<file path="src/rtl/mc_pkg.sv">
// Shared types for the DDR command scheduler: command codes,
// scheduler states and the request layout popped from the FIFO.
package mc_pkg;

  localparam int MC_BA_W  = 2;
  localparam int MC_ROW_W = 14;
  localparam int MC_COL_W = 10;

  typedef enum logic [2:0] {
    CMD_NOP  = 3'd0,
    CMD_ACT  = 3'd1,
    CMD_RD   = 3'd2,
    CMD_WR   = 3'd3,
    CMD_PRE  = 3'd4,
    CMD_PREA = 3'd5,
    CMD_REF  = 3'd6
  } cmd_e;

  typedef enum logic [2:0] {
    S_IDLE,
    S_PRE,
    S_ACT,
    S_RW,
    S_PREA,
    S_REF,
    S_WAIT,
    S_PRE_CL
  } state_e;

  typedef struct packed {
    logic                we;
    logic [MC_BA_W-1:0]  ba;
    logic [MC_ROW_W-1:0] row;
    logic [MC_COL_W-1:0] col;
  } req_t;

endpackage

</file>
<file path="src/rtl/mc_bank_tracker.sv">
// Per-bank open flag and open-row store with hit lookup,
// used by the scheduler only in the open-page build.
module mc_bank_tracker #(
  parameter int BA_W  = 2,
  parameter int ROW_W = 14
) (
  input  logic             clk_i,
  input  logic             rst_i,
  input  logic [BA_W-1:0]  lk_ba_i,
  input  logic [ROW_W-1:0] lk_row_i,
  input  logic [BA_W-1:0]  upd_ba_i,
  input  logic [ROW_W-1:0] upd_row_i,
  input  logic             open_i,
  input  logic             close_i,
  input  logic             close_all_i,
  output logic             hit_o,
  output logic             open_o,
  output logic             any_open_o
);

  localparam int BANKS = 2 ** BA_W;

  logic [BANKS-1:0] open_q, open_d;
  logic [ROW_W-1:0] row_q [BANKS];
  logic [ROW_W-1:0] row_d [BANKS];

  always_comb begin
    open_d = open_q;
    row_d  = row_q;
    if (close_all_i) begin
      open_d = '0;
    end else if (close_i) begin
      open_d[upd_ba_i] = 1'b0;
    end
    if (open_i) begin
      open_d[upd_ba_i] = 1'b1;
      row_d[upd_ba_i]  = upd_row_i;
    end
  end

  always_ff @(posedge clk_i or posedge rst_i) begin
    if (rst_i) begin
      open_q <= '0;
      for (int i = 0; i < BANKS; i++) row_q[i] <= '0;
    end else begin
      open_q <= open_d;
      row_q  <= row_d;
    end
  end

  assign open_o     = open_q[lk_ba_i];
  assign hit_o      = open_o && (row_q[lk_ba_i] == lk_row_i);
  assign any_open_o = |open_q;

endmodule

</file>
<file path="src/rtl/mc_cmd_sched.sv">
// Expands FIFO requests into timed DDR commands with periodic refresh.
// Define MC_SCHED_OPEN_PAGE_EN for open-page; closed-page otherwise.
module mc_cmd_sched
  import mc_pkg::*;
#(
  parameter int BA_W   = 2,
  parameter int ROW_W  = 14,
  parameter int COL_W  = 10,
  parameter int T_RP   = 3,
  parameter int T_RCD  = 3,
  parameter int T_CCD  = 2,
  parameter int T_WR   = 4,
  parameter int T_RFC  = 8,
  parameter int T_REFI = 64
) (
  input  logic                      clk_i,
  input  logic                      rst_i,
  output logic                      req_pop_o,
  input  logic                      req_vld_i,
  input  logic [BA_W+ROW_W+COL_W:0] req_data_i,
  output logic                      cmd_vld_o,
  output logic [2:0]                cmd_o,
  output logic [BA_W-1:0]           cmd_ba_o,
  output logic [((ROW_W > COL_W) ? ROW_W : COL_W)-1:0] cmd_addr_o,
  output logic                      busy_o
);

  localparam int REQ_W = 1 + BA_W + ROW_W + COL_W;
  localparam int AW    = (ROW_W > COL_W) ? ROW_W : COL_W;
  localparam int CW    = 8;
  localparam int RFW   = $clog2(T_REFI + 1);

  state_e           state_q, state_d, nxt_q, nxt_d;
  logic [CW-1:0]    wait_cnt_q, wait_cnt_d;
  logic [RFW-1:0]   refi_cnt_q, refi_cnt_d;
  logic             ref_pend_q, ref_pend_d;
  logic [REQ_W-1:0] req_q, req_d;
  cmd_e             cmd_q, cmd_d;
  logic             cmd_vld_q, cmd_vld_d;
  logic [BA_W-1:0]  cmd_ba_q, cmd_ba_d;
  logic [AW-1:0]    cmd_addr_q, cmd_addr_d;
  logic             busy_q, busy_d;

  int     tload;
  state_e tnext;
  logic   tgo;

  logic             d_we;
  logic [BA_W-1:0]  d_ba;
  logic [ROW_W-1:0] d_row;
  logic [COL_W-1:0] d_col;

  assign {d_we, d_ba, d_row, d_col} = req_d;

`ifdef MC_SCHED_OPEN_PAGE_EN
  logic bank_hit, bank_open, any_open;

  mc_bank_tracker #(
    .BA_W  (BA_W),
    .ROW_W (ROW_W)
  ) u_bank (
    .clk_i       (clk_i),
    .rst_i       (rst_i),
    .lk_ba_i     (req_data_i[COL_W+ROW_W +: BA_W]),
    .lk_row_i    (req_data_i[COL_W +: ROW_W]),
    .upd_ba_i    (req_q[COL_W+ROW_W +: BA_W]),
    .upd_row_i   (req_q[COL_W +: ROW_W]),
    .open_i      (state_q == S_ACT),
    .close_i     (state_q == S_PRE),
    .close_all_i (state_q == S_PREA),
    .hit_o       (bank_hit),
    .open_o      (bank_open),
    .any_open_o  (any_open)
  );
`endif

  assign req_pop_o = (state_q == S_IDLE) && !ref_pend_q;

  always_comb begin
    state_d    = state_q;
    nxt_d      = nxt_q;
    wait_cnt_d = wait_cnt_q;
    req_d      = req_q;
    ref_pend_d = ref_pend_q;
    refi_cnt_d = refi_cnt_q + RFW'(1);
    tgo        = 1'b0;
    tload      = 1;
    tnext      = S_IDLE;
    unique case (state_q)
      S_IDLE: begin
        if (ref_pend_q) begin
`ifdef MC_SCHED_OPEN_PAGE_EN
          state_d = any_open ? S_PREA : S_REF;
`else
          state_d = S_REF;
`endif
        end else if (req_vld_i) begin
          req_d = req_data_i;
`ifdef MC_SCHED_OPEN_PAGE_EN
          unique case (1'b1)
            bank_hit:               state_d = S_RW;
            bank_open && !bank_hit: state_d = S_PRE;
            default:                state_d = S_ACT;
          endcase
`else
          state_d = S_ACT;
`endif
        end
      end
      S_PRE:    begin tgo = 1'b1; tload = T_RP;  tnext = S_ACT;  end
      S_ACT:    begin tgo = 1'b1; tload = T_RCD; tnext = S_RW;   end
`ifdef MC_SCHED_OPEN_PAGE_EN
      S_RW:     begin tgo = 1'b1; tload = T_CCD; tnext = S_IDLE; end
`else
      S_RW:     begin tgo = 1'b1; tload = T_WR;  tnext = S_PRE_CL; end
`endif
      S_PRE_CL: begin tgo = 1'b1; tload = T_RP;  tnext = S_IDLE; end
      S_PREA:   begin tgo = 1'b1; tload = T_RP;  tnext = S_REF;  end
      S_REF: begin
        ref_pend_d = 1'b0;
        tgo        = 1'b1;
        tload      = T_RFC;
        tnext      = S_IDLE;
      end
      S_WAIT: begin
        wait_cnt_d = wait_cnt_q - CW'(1);
        if (wait_cnt_q == CW'(1)) state_d = nxt_q;
      end
      default: state_d = S_IDLE;
    endcase
    // a timing of one cycle goes straight on without visiting WAIT
    if (tgo) begin
      if (tload <= 1) begin
        state_d = tnext;
      end else begin
        wait_cnt_d = CW'(tload - 1);
        nxt_d      = tnext;
        state_d    = S_WAIT;
      end
    end
    if (refi_cnt_q == RFW'(T_REFI - 1)) begin
      refi_cnt_d = '0;
      ref_pend_d = 1'b1;
    end
  end

  // outputs are registered from the state being entered
  always_comb begin
    cmd_d      = CMD_NOP;
    cmd_ba_d   = '0;
    cmd_addr_d = '0;
    unique case (state_d)
      S_PRE, S_PRE_CL: begin
        cmd_d    = CMD_PRE;
        cmd_ba_d = d_ba;
      end
      S_ACT: begin
        cmd_d      = CMD_ACT;
        cmd_ba_d   = d_ba;
        cmd_addr_d = AW'(d_row);
      end
      S_RW: begin
        cmd_d      = d_we ? CMD_WR : CMD_RD;
        cmd_ba_d   = d_ba;
        cmd_addr_d = AW'(d_col);
      end
      S_PREA:  cmd_d = CMD_PREA;
      S_REF:   cmd_d = CMD_REF;
      default: cmd_d = CMD_NOP;
    endcase
    cmd_vld_d = (cmd_d != CMD_NOP);
    busy_d    = (state_d != S_IDLE);
  end

  always_ff @(posedge clk_i or posedge rst_i) begin
    if (rst_i) begin
      state_q    <= S_IDLE;
      nxt_q      <= S_IDLE;
      wait_cnt_q <= '0;
      refi_cnt_q <= '0;
      ref_pend_q <= 1'b0;
      req_q      <= '0;
      cmd_q      <= CMD_NOP;
      cmd_vld_q  <= 1'b0;
      cmd_ba_q   <= '0;
      cmd_addr_q <= '0;
      busy_q     <= 1'b0;
    end else begin
      state_q    <= state_d;
      nxt_q      <= nxt_d;
      wait_cnt_q <= wait_cnt_d;
      refi_cnt_q <= refi_cnt_d;
      ref_pend_q <= ref_pend_d;
      req_q      <= req_d;
      cmd_q      <= cmd_d;
      cmd_vld_q  <= cmd_vld_d;
      cmd_ba_q   <= cmd_ba_d;
      cmd_addr_q <= cmd_addr_d;
      busy_q     <= busy_d;
    end
  end

  assign cmd_o      = cmd_q;
  assign cmd_vld_o  = cmd_vld_q;
  assign cmd_ba_o   = cmd_ba_q;
  assign cmd_addr_o = cmd_addr_q;
  assign busy_o     = busy_q;

endmodule

</file>
<file path="config.mk">
export PLATFORM = sky130hd
export DESIGN_NAME = mc_cmd_sched
export DESIGN_NICKNAME = d
export VERILOG_FILES = /design/src/rtl/mc_pkg.sv /design/src/rtl/mc_bank_tracker.sv /design/src/rtl/mc_cmd_sched.sv
export SDC_FILE = /design/constraint.sdc
export NUM_CORES = 1
export LEC_CHECK = 0
export CAP_MARGIN = 20
export CORE_MARGIN = 5
export CORE_UTILIZATION = 35
export DETAILED_ROUTE_END_ITERATION = 16
export PLACE_DENSITY = 0.59
export SLEW_MARGIN = 20
export SYNTH_ARGS = -nofsm -noshare
export SYNTH_HDL_FRONTEND = slang
export SYNTH_SLANG_ARGS = --single-unit
</file>
<file path="constraint.sdc">
create_clock -name clk_i -period 3.5 [get_ports clk_i]
set_input_delay 0.7 -clock clk_i [delete_from_list [all_inputs] [get_ports clk_i]]
set_output_delay 0.7 -clock clk_i [all_outputs]
set_load 0.02 [all_outputs]
</file>
Yosys cells after proc, flatten, opt, wreduce, memory -nomap -nowiden:

Index checks and enable logic that the tools add are counted.

* mux-type cells: 22
* $add $sub $neg: 3
* bitwise logic cells: 1
* reduce and logical (&&, ||, !) cells: 11
* equality and inequality tests: 15
* order comparisons: 1

Operators by type and width (count)
* $mux W27: 3
* $le A32 B2 Y1 const B: 1
* $pmux W14 S2: 1
* $mux W8: 3
* $eq A3 B3 Y1 const B: 7
* $mux W3: 5
* $pmux W3 S5: 1
* $eq A3 B2 Y1 const B: 4
* $pmux W3 S4: 1
* $pmux W4 S3: 1
* $eq A8 B1 Y1 const B: 1
* $reduce_or A4 Y1: 2
* $sub A8 B1 Y8 const B: 1
* $sub A8 B2 Y8 const B: 1
* $add A7 B1 Y7 const B: 1
* $eq A7 B6 Y1 const B: 1
* $mux W7: 1
* $eq A3 B1 Y1 const B: 2
* $pmux W3 S2: 1
* $reduce_bool A3 Y1: 2
* $reduce_or A6 Y1: 1
* $mux W1: 4
* $logic_not A3 Y1: 1
* $mux W2: 1
* other kinds (6): 6

* logic and storage cells: 64
* bits in registers: 70
* output and inout bits: 22
* input port bits: 30

Depth between registers and ports, before layout:

* depth after elaboration: 10
* mapped depth: 10
* depth with buffers taken out: 7

Worst setup path before layout:

Ideal clock, no wire load.

* kind: register -> register
* from: register state_q[2]
* to: register busy_q, in the netlist busy_o
* buffers on the path: 3
* setup slack: 1080 ps
* library setup time: 136 ps
* period minus slack after synthesis: 2420 ps
* data required time: 3364 ps
* cell stages (with the launch flop): 11
* data arrival time: 2284 ps
* cell sequence: dfrtp_1 -> buf_2 -> inv_1 -> fa_1 -> clkbuf_1 -> nand2b_1 -> a21oi_1 -> o22ai_1 -> buf_2 -> inv_1 -> or3_2

* word-level cells in the longest chain between the ends: 7
* elaborated cells between the ends (all ways): 21
* those cells by class: order compare (1); eq/ne (7); mux (9); reduce/logical (4)

Ends and longest elaborated chain
* start: declaration: RTL line mc_cmd_sched.sv:33 `state_e state_q, state_d, nxt_q, nxt_d;`
* start signal: assignment: RTL line mc_cmd_sched.sv:189 `state_q <= state_d;`
* $eq A3 B3 Y1, or another cell as far along: RTL line mc_cmd_sched.sv:89 `unique case (state_q)`
* $reduce_or A4 Y1 (no source line)
* $pmux W4 S3: RTL line mc_cmd_sched.sv:89
* $le A32 B2 Y1: RTL line mc_cmd_sched.sv:133 `if (tload <= 1) begin`
* $mux W3: RTL line mc_cmd_sched.sv:133
* $mux W3 (*): RTL line mc_cmd_sched.sv:132 `if (tgo) begin`
* net state_d[0]: RTL line mc_cmd_sched.sv:33
* $reduce_bool A3 Y1 (*): RTL line mc_cmd_sched.sv:172 `busy_d = (state_d != S_IDLE);`
* net busy_d: RTL line mc_cmd_sched.sv:42 `logic busy_q, busy_d;`
* end signal: assignment: RTL line mc_cmd_sched.sv:199 `busy_q <= busy_d;`
* end: declaration: RTL line mc_cmd_sched.sv:42

Mark *: on every way through the listed nets, which the timed path passes. The rest lies on a longest branch.
A chain may end at the register's enable or synchronous reset.

Final worst setup path:

Ends and elaborated chain as after synthesis.

==> flow_summary.ini <==
[sta]
skew_ns = 0.0101
timing.fmax_ghz = 0.372
slew_headroom_pct = 50.0
period_share_pct = 76.8
timing.hold.ws_ns = 0.471
rsz0062_at_grt = no
final_hold_viol_count = 0
setup_violations = 0
setup_ws_ns = 0.811
tightest_slew_ns = 0.749
slew_viol_final = 0
setup_tns_ns = 0
fin_crit_ns = 2.69

[global_route]
grt_usage_pct = 12.8
grt_max_degree = 37
antenna_found_initial = 0
grt_pass1_wl_um = 10500
globalRouteOverflowTotal = 0
grt_pass1_vias = 2164

[synthesis]
synth_top_flop_cell = dfrtp_1
syn_area_per_cell_um2 = 12.1
postSynthCellCount = 250
synth.distinct_cells = 43
ys_ff_latch = 70
synth_area_leaders = dfrtp_1 58%, mux2_2 11%, nor2_1 3.5%
synth-async-reset-ratio_pct = 100
syn_area_mm2 = 0.00303
yosysWarningCount = 0
synth_edf_count = 0
seq_area_frac_synth_pct = 57.8
yosys-top-cells-count = 70 x dfrtp_1, 29 x mux2_2, 28 x nor2_1
synth_top_cell_by_area = dfrtp_1
synth.most_common_cell = dfrtp_1
syn_nets = 284
netlist.area_leader.share_pct = 57.8

[cells_and_area]
nets = 340
finalNonFillerCells = 419
drive_above_1_share_pct = 20.3
area_growth_pct = 28.3
design_area_mm2 = 0.00389
final.fill_count = 810
final_util_pct = 45.2
insertedDiodeCount = 0

[clocking]
ctsHtreeMaxLevel = 3
clock-sinks = 70
cts_tree = built
cts_hold_buf = 0
clk_path_buf_depth = 2
cts_resized = 0
clockRootBuffer = clkbuf_8
cts_setup_buffers = 0
clk_pin_slew_ns = 0.07
worstSkewPairLatency_ns = 0.33
cts_buffers = 9

[worst_hold_path]
worstHoldPathType = flip-flop to flip-flop

[worst_setup_path]
startpoint_type = flip-flop
crit_fanout = 13
critPathArrivalTime_ns = 2.89
crit_type = flip-flop to flip-flop
crit_path_end_kind = flip-flop
r2r_slack_ns = 0.81
cp.required_ns = 3.70

[pwr]
power_mw = 3.91
p_per_area_mw_per_mm2 = 1010
vdd_ir_drop_max_mv = 0.370
leakage_nw = 1.74

[placement]
placed_area_mm2 = 0.00367
dp_worst_setup_slack_ns = 0.846
globalplace.congestion = 0.839
io_buffers = 51
dp_hpwl_um = 4260
placed_cells = 403

[drt]
drc = 0
vias = 2030
vias_per_cell = 4.84
wl_per_cell_um = 14.7
first_pass_iters = 4
antenna_left = 0
drt-initial-drc-count = 60
wl_um = 6180

[job]
max-cap-violations = 0

[die]
dieArea_mm2 = 0.0106
die_h_um = 103
num_rows = 34
core_area_mm2 = 0.00859
start_util_pct = 35.3
io_pins = 52
die_x_um = 103

[outcome]
status = complete, no violations
-- worst max-delay path, cell delays in order, from the launching register on --
cell and delay (ns):
dfrtp_1 0.54, inv_1 0.18, fa_1 0.53, nor2_1 0.12, o21ai_0 0.10, o22ai_2 0.50, inv_1 0.11, or3_2 0.48
-- routing by layer --
layer  vias to the layer above  global-route usage, %  wire length (um)
met1                       996                   16.8              2910
met3                         4                   6.16               431
met4                         0                   2.69                32
met2                        50                   19.2              2810
met5                         -                      0                 0
li1                        980                      -                 -
-- cell type report --
| class | instances | area, um^2 | share of cell area [%] |
|---|---|---|---|
| Clock inverter | 5 | 83.8 | 2.16 |
| Multi-Input combinational cell | 162 | 1200 | 30.9 |
| Inverter | 8 | 30.0 | 0.772 |
| Tap cell | 108 | 135 | 3.48 |
| Timing Repair Buffer | 55 | 553 | 14.2 |
| Sequential cell | 70 | 1750 | 45.1 |
| Clock buffer | 11 | 131 | 3.38 |
-- path summary, 6_finish.rpt --
check	from	end	cells past startpoint
min in group asynchronous	rst_i	cmd_addr_o[8]$_DFF_PP0_	2
max	state_q[2]$_DFF_PP0_	busy_o$_DFF_PP0_	7
min	refi_cnt_q[4]$_DFF_PP0_	refi_cnt_q[4]$_DFF_PP0_	1
max reg2reg	state_q[2]$_DFF_PP0_	busy_o$_DFF_PP0_	7
max in group asynchronous	rst_i	req_q[23]$_DFF_PP0_	3
min reg2reg	refi_cnt_q[4]$_DFF_PP0_	refi_cnt_q[4]$_DFF_PP0_	1
-- report_power, final --
| group | internal [mW] | switching [mW] | total [mW] |
|---|---|---|---|
| Combinational | 0.888 | 1.05 | 1.94 |
| Sequential | 1.13 | 0.148 | 1.27 |
| Clock | 0.403 | 0.297 | 0.700 |
-- cells in the final DEF (no fill, tap or decap), types with 2 or more instances in the layout --
| cell type | instances |
|---|---|
| nand3_1 | 7 |
| nand2b_1 | 5 |
| mux2i_1 | 10 |
| bufinv_16 | 2 |
| xor2_1 | 5 |
| clkbuf_1 | 2 |
| o21a_1 | 2 |
| clkinvlp_4 | 2 |
| buf_4 | 3 |
| nor2b_1 | 2 |
| nand3b_1 | 5 |
| dfrtp_1 | 70 |
| and3_2 | 4 |
| inv_1 | 7 |
| xnor2_1 | 7 |
| nor2_1 | 28 |
| clkbuf_8 | 9 |
| nor3_1 | 3 |
| o21ai_0 | 6 |
| clkdlybuf4s50_1 | 51 |
| nand2_1 | 8 |
| nor4_1 | 4 |
| and3_1 | 3 |
| a21oi_1 | 7 |
| o22ai_1 | 4 |
| ha_1 | 3 |
| mux2_2 | 29 |
-- logic make-up after synthesis --
family	Yosys count	synth area share, %
AND/OR/NAND/NOR	78	13.9
flip-flops	70	57.8
multiplexers	39	14.1
AO/OA/AOI/OAI	29	6.15
buffers and inverters	18	2.68
XOR/XNOR	12	3.47
adder cells (fa/ha/maj)	4	1.90
-- sequential cells by signal, summed over array words and instances (netlist names) --
register	cells
cmd_addr_o	14
wait_cnt_q	8
state_q	3
cmd_vld_o	1
ref_pend_q	1
busy_o	1
cmd_ba_o	2
cmd_o	3
req_q	27
refi_cnt_q	7
nxt_q	3
Power figures use the tool's default switching activity.
